==> src/rtl/spwl_tx_arbiter.sv <==
// spwl_tx_arbiter: packet-granular round-robin arbiter in front of the
// SpaceWire Light TX byte port. Each packet passes through whole, with no
// added latency. A stalled owner is aborted with an EEP by a watchdog.
// Requesters that were cut off are flushed up to and including their next
// EOP/EEP byte.
module spwl_tx_arbiter #(
    parameter int NREQ     = 2,
    parameter int MAX_IDLE = 1024
) (
    input  logic              clk,
    input  logic              rst,
    input  logic              link_run,
    input  logic [NREQ-1:0]   req_txwrite,
    input  logic [NREQ-1:0]   req_txflag,
    input  logic [8*NREQ-1:0] req_txdata,
    output logic [NREQ-1:0]   req_txrdy,
    output logic              txwrite,
    output logic              txflag,
    output logic [7:0]        txdata,
    input  logic              txrdy,
    output logic [NREQ-1:0]   grant,
    output logic [NREQ-1:0]   drop_pend,
    output logic [15:0]       abort_count
);

    localparam int IDX_W = (NREQ > 1) ? $clog2(NREQ) : 1;
    localparam int CNT_W = $clog2(MAX_IDLE + 1);

    typedef enum logic [1:0] {
        S_IDLE = 2'd0,
        S_PASS = 2'd1,
        S_EEP  = 2'd2
    } state_t;

    state_t            state_q, state_d;
    logic [IDX_W-1:0]  owner_q, owner_d;
    logic [IDX_W-1:0]  last_q, last_d;
    logic              started_q, started_d;
    logic [CNT_W-1:0]  cnt_q, cnt_d;
    logic [NREQ-1:0]   grant_q, grant_d;
    logic [NREQ-1:0]   drop_q;
    logic [NREQ-1:0]   drop_set;
    logic [NREQ-1:0]   drop_clr;
    logic [15:0]       abort_q;
    logic              abort_inc;

    logic [NREQ-1:0]   elig;
    logic              pick_ok;
    logic [IDX_W-1:0]  pick_idx;
    logic [IDX_W-1:0]  cand;
    logic              xfer;

    // Abort counter sticks at all-ones instead of wrapping.
    function automatic logic [15:0] sat_inc16(input logic [15:0] v);
        return (v == 16'hFFFF) ? v : v + 16'd1;
    endfunction

    assign grant       = grant_q;
    assign drop_pend   = drop_q;
    assign abort_count = abort_q;

    assign xfer     = txwrite & txrdy;
    assign elig     = req_txwrite & ~drop_q & {NREQ{link_run}};
    // A flushed requester always sees req_txrdy=1, so its flag byte is consumed now.
    assign drop_clr = drop_q & req_txwrite & req_txflag;

    // Round-robin pick: scan downward so the candidate right after 'last' wins.
    always_comb begin
        pick_ok  = 1'b0;
        pick_idx = '0;
        cand     = '0;
        for (int k = NREQ; k >= 1; k--) begin
            cand = IDX_W'((int'(last_q) + k) % NREQ);
            if (elig[cand]) begin
                pick_ok  = 1'b1;
                pick_idx = cand;
            end
        end
    end

    // Core-side and requester-side handshakes: a zero-latency mux for the owner, the EEP in abort.
    always_comb begin
        txwrite   = 1'b0;
        txflag    = 1'b0;
        txdata    = 8'h00;
        req_txrdy = drop_q;
        case (state_q)
            S_PASS: begin
                txwrite            = req_txwrite[owner_q];
                txflag             = req_txflag[owner_q];
                txdata             = req_txdata[8*owner_q +: 8];
                req_txrdy[owner_q] = txrdy;
            end
            S_EEP: begin
                txwrite            = 1'b1;
                txflag             = 1'b1;
                txdata             = 8'h01;
                req_txrdy[owner_q] = 1'b0;
            end
            default: ;
        endcase
    end

    // Next-state: grant selection, end of packet, link loss and watchdog abort.
    always_comb begin
        state_d   = state_q;
        owner_d   = owner_q;
        last_d    = last_q;
        started_d = started_q;
        cnt_d     = cnt_q;
        grant_d   = grant_q;
        drop_set  = '0;
        abort_inc = 1'b0;
        case (state_q)
            S_IDLE: begin
                if (pick_ok) begin
                    state_d   = S_PASS;
                    owner_d   = pick_idx;
                    last_d    = pick_idx;
                    grant_d   = NREQ'(1) << pick_idx;
                    started_d = 1'b0;
                    cnt_d     = '0;
                end
            end
            S_PASS: begin
                started_d = started_q | xfer;
                // Only owner-side stalls count; core back-pressure is never the owner's fault.
                if (xfer)
                    cnt_d = '0;
                else if (!req_txwrite[owner_q] && txrdy)
                    cnt_d = cnt_q + CNT_W'(1);
                // End of packet has priority over link loss and over the watchdog.
                if (xfer && txflag) begin
                    state_d = S_IDLE;
                    grant_d = '0;
                end else if (!link_run) begin
                    // The core drops its own buffer on link loss; only the source needs flushing.
                    state_d = S_IDLE;
                    grant_d = '0;
                    if (started_d)
                        drop_set[owner_q] = 1'b1;
                end else if (cnt_d == CNT_W'(MAX_IDLE)) begin
                    state_d = S_EEP;
                end
            end
            S_EEP: begin
                if (!link_run) begin
                    state_d           = S_IDLE;
                    grant_d           = '0;
                    drop_set[owner_q] = 1'b1;
                end else if (txrdy) begin
                    state_d           = S_IDLE;
                    grant_d           = '0;
                    drop_set[owner_q] = 1'b1;
                    abort_inc         = 1'b1;
                end
            end
            default: begin
                state_d = S_IDLE;
                grant_d = '0;
            end
        endcase
    end

    // State register. Reset abandons any packet in flight without an EEP or a flush.
    always_ff @(posedge clk) begin
        if (rst) begin
            state_q   <= S_IDLE;
            owner_q   <= '0;
            last_q    <= IDX_W'(NREQ - 1);
            started_q <= 1'b0;
            cnt_q     <= '0;
            grant_q   <= '0;
            drop_q    <= '0;
            abort_q   <= '0;
        end else begin
            state_q   <= state_d;
            owner_q   <= owner_d;
            last_q    <= last_d;
            started_q <= started_d;
            cnt_q     <= cnt_d;
            grant_q   <= grant_d;
            drop_q    <= (drop_q & ~drop_clr) | drop_set;
            if (abort_inc)
                abort_q <= sat_inc16(abort_q);
        end
    end

endmodule

==> config.mk <==
export PLATFORM = sky130hd
export DESIGN_NAME = spwl_tx_arbiter
export DESIGN_NICKNAME = d
export VERILOG_FILES = /design/src/rtl/spwl_tx_arbiter.sv
export SDC_FILE = /design/constraint.sdc
export NUM_CORES = 1
export LEC_CHECK = 0
export ABC_AREA = 1
export BUFFER_PORTS_ARGS = -buffer_cell sky130_fd_sc_hd__buf_2
export CORE_UTILIZATION = 54
export DETAILED_ROUTE_END_ITERATION = 12
export PLACE_DENSITY = 0.8
export SYNTH_ARGS = -nofsm -noshare
export SYNTH_HDL_FRONTEND = slang
export SYNTH_SLANG_ARGS = --single-unit
==> constraint.sdc <==
create_clock -name clk -period 2.2 [get_ports clk]
set_input_delay 0.33 -clock clk [delete_from_list [all_inputs] [get_ports clk]]
set_output_delay 0.33 -clock clk [all_outputs]
set_load 0.1 [all_outputs]
==> results.sh <==
export IMPL_grt_max_degree=24
export IMPL_antenna_found_initial=0
export IMPL_dp_worst_setup_slack_ns=0.1714
export IMPL_fin_cells=527
export IMPL_seq_area_frac_synth=0.2896
export IMPL_cts_buffers=5
export IMPL_hpwl_microns=4995
export IMPL_irDropWorstVdd_v=0.0003657
export IMPL_start_kind="flop"
export IMPL_grt_pass1_wl_microns=10920
export IMPL_core_sq_um=4384
export IMPL_timing_final_crit_share=0.9607
export IMPL_utilization=0.7178
export IMPL_max_stage_delay_ns=0.36
export IMPL_yosysTopAreaCell="dfxtp_1"
export IMPL_synth_nets=444
export IMPL_drtPass1Iterations=5
export IMPL_dieArea_sq_um=4884
export IMPL_drc_errors=0
export IMPL_synthTopCellsByArea="dfxtp_1 (29%), nand2_1 (19%), inv_1 (9.0%)"
export IMPL_ctsHoldBuffers=0
export IMPL_max_cap_violations=0
export IMPL_max_freq_mhz=473.2
export IMPL_initial_utilization=0.5676
export IMPL_cts_root_buf="clkbuf_8"
export IMPL_clk_latency_ns=0.29
export IMPL_diodes=0
export IMPL_syn_area_per_cell_sq_um=5.997
export IMPL_fin_worst_skew_ns=0.008671
export IMPL_cp_required_ns=1.87
export IMPL_grt_usage=0.2730
export IMPL_cts_htree_levels=2
export IMPL_drt_wl_total_microns=6624
export IMPL_dieHeight_microns=69.89
export IMPL_worst_slack_ns=0.08651
export IMPL_rows=24
export IMPL_routedWlPerCell_microns=12.57
export IMPL_cts_tree="built"
export IMPL_grt_pass1_vias=2581
export IMPL_cts_sinks=36
export IMPL_placed_cells=519
export IMPL_ant_nets=0
export IMPL_min_path_type="in2reg"
export IMPL_criticalPathCategory="reg2out"
export IMPL_drive_above_1_share=0.2042
export IMPL_rsz0062_at_grt="true"
export IMPL_finalWorstPathRequiredPeriod_ns=2.113
export IMPL_ys_warn_count=0
export IMPL_yosys_top_cells_count="nand2_1 (124), inv_1 (60), nor2_1 (39)"
export IMPL_synth_edf_count=0
export IMPL_critical_path_slowest_cell="dfxtp_1"
export IMPL_synth_area_sq_um=2489
export IMPL_power_uw=1615
export IMPL_cp_max_fo=8
export IMPL_tightest_slew_ns=1.066
export IMPL_syn2layout_area_growth_pct=26.45
export IMPL_num_vias=2923
export IMPL_ios=56
export IMPL_portBuffers=55
export IMPL_cp_arrival_ns=1.78
export IMPL_clk_pin_slew_ns=0.08
export IMPL_leakage_uw=0.001448
export IMPL_setup_viol=0
export IMPL_ys_seq_elements=36
export IMPL_crit_chain="inv_1 > ha_1 > buf_4 > a21oi_1 > a41oi_2 > buf_12"
export IMPL_fin_nets=503
export IMPL_clk_path_buf_depth=2
export IMPL_finalHoldViolCount=0
export IMPL_die_x_microns=69.89
export IMPL_synth_top_area_share=0.2896
export IMPL_ys_flop_type="dfxtp_1"
export IMPL_slew_headroom=0.2893
export IMPL_cellPowerDensity_nw_per_um2=513.3
export IMPL_endpoint_kind="output pin"
export IMPL_yosysMostFrequentCell="nand2_1"
export IMPL_post_cts_buffers=0
export IMPL_status="completed"
export IMPL_drtIter0Drc=166
export IMPL_routed_via_density=5.546
export IMPL_gp_congestion=0.9477
export IMPL_syn_inst=415
export IMPL_gr_total_overflow=0
export IMPL_post_synth_num_cell_types=34
export IMPL_async_flop_share=0
export IMPL_drv_slew=0
==> worst max-delay path, delay by kind of cell (launching register included) <==
family | cells | cell delay [ns]
buf+inv | 3 | 0.47
fa+ha+maj | 1 | 0.33
flops | 1 | 0.36
compound gates | 2 | 0.34
==> flip-flops by register name, indices dropped and copies added (netlist names) <==
signal / count
started_q: 1
cnt_q: 11
grant: 2
owner_q: 1
abort_count: 16
last_q: 1
drop_pend: 2
state_q: 2
==> per-stage QoR <==
| step | instance area [sq um] | hold slack (ns) | TNS [ns] |
|---|---|---|---|
| after floorplan | 2537 | 0.4061 | -1.841 |
| after global placement | 3032 | 0.4451 | 0 |
| after detailed placement | 3032 | 0.4573 | 0 |
| after CTS | 3122 | 0.4102 | 0 |
| after global routing | 3147 | 0.4485 | -0.03395 |
| final | 3147 | 0.4354 | 0 |
==> logic make-up after synthesis <==
kind of cell / Yosys count / synth area share
AND/OR/NAND/NOR: 233 / 0.4143
buffers and inverters: 74 / 0.1192
AO/OA/AOI/OAI: 64 / 0.1413
flip-flops: 36 / 0.2896
adder cells (fa/ha/maj): 5 / 0.02514
XOR/XNOR: 3 / 0.01056
==> placed cells by master (no fill, tap or decap), drive strengths merged, types with 2 or more instances in the layout <==
cell and instances:
o21a 2, a41oi 2, inv 62, clkbuf 10, nand3 27, dfxtp 36
nand4 14, o22ai 2, buf 62, ha 5, nor3 16, o21ai 16
nor4 3, xnor2 2, nand2 130, a21oi 35, nor2 40, a31oi 3
==> where the power goes <==
| group | switching, uW | internal, uW | total (uW) |
|---|---|---|---|
| sequential | 9.62 | 663 | 672 |
| clock | 232 | 256 | 487 |
| combinational | 318 | 137 | 456 |
| total | 560 | 1060 | 1620 |
==> metal layers <==
metal	routed length, microns	global-route usage	vias to the layer above
met4	165	0.1311	0
met1	2862	0.3264	1309
met5	0	0	-
met2	3130	0.4637	134
li1	-	-	1463
met3	465	0.05772	17
==> layout make-up <==
class	count	area, sq um
fillers	377	1237
repair buffers	64	498.0
clock buffers	8	90.09
flip-flops and latches	36	725.7
well taps	52	65.06
multi-input cells	305	1535
inverters	62	232.7
==> path summary, 6_finish.rpt <==
check	startpoint	cells past startpoint	to	slack [ns]
setup reg to reg	state_q[1]	7	cnt_q[5]	0.15
hold / removal	req_txflag[0]	4	drop_pend[0]	0.44
hold reg to reg	grant[1]	2	grant[1]	0.47
setup / recovery	state_q[1]	6	req_txrdy[0]	0.09
==> repair_timing <==
item | in CTS | in global routing
endpoints found under the hold margin | 0 | 0
resized for setup | 0 | 7
setup endpoints to repair | 0 | 11
No activity file was read; power rests on OpenSTA's default activity.
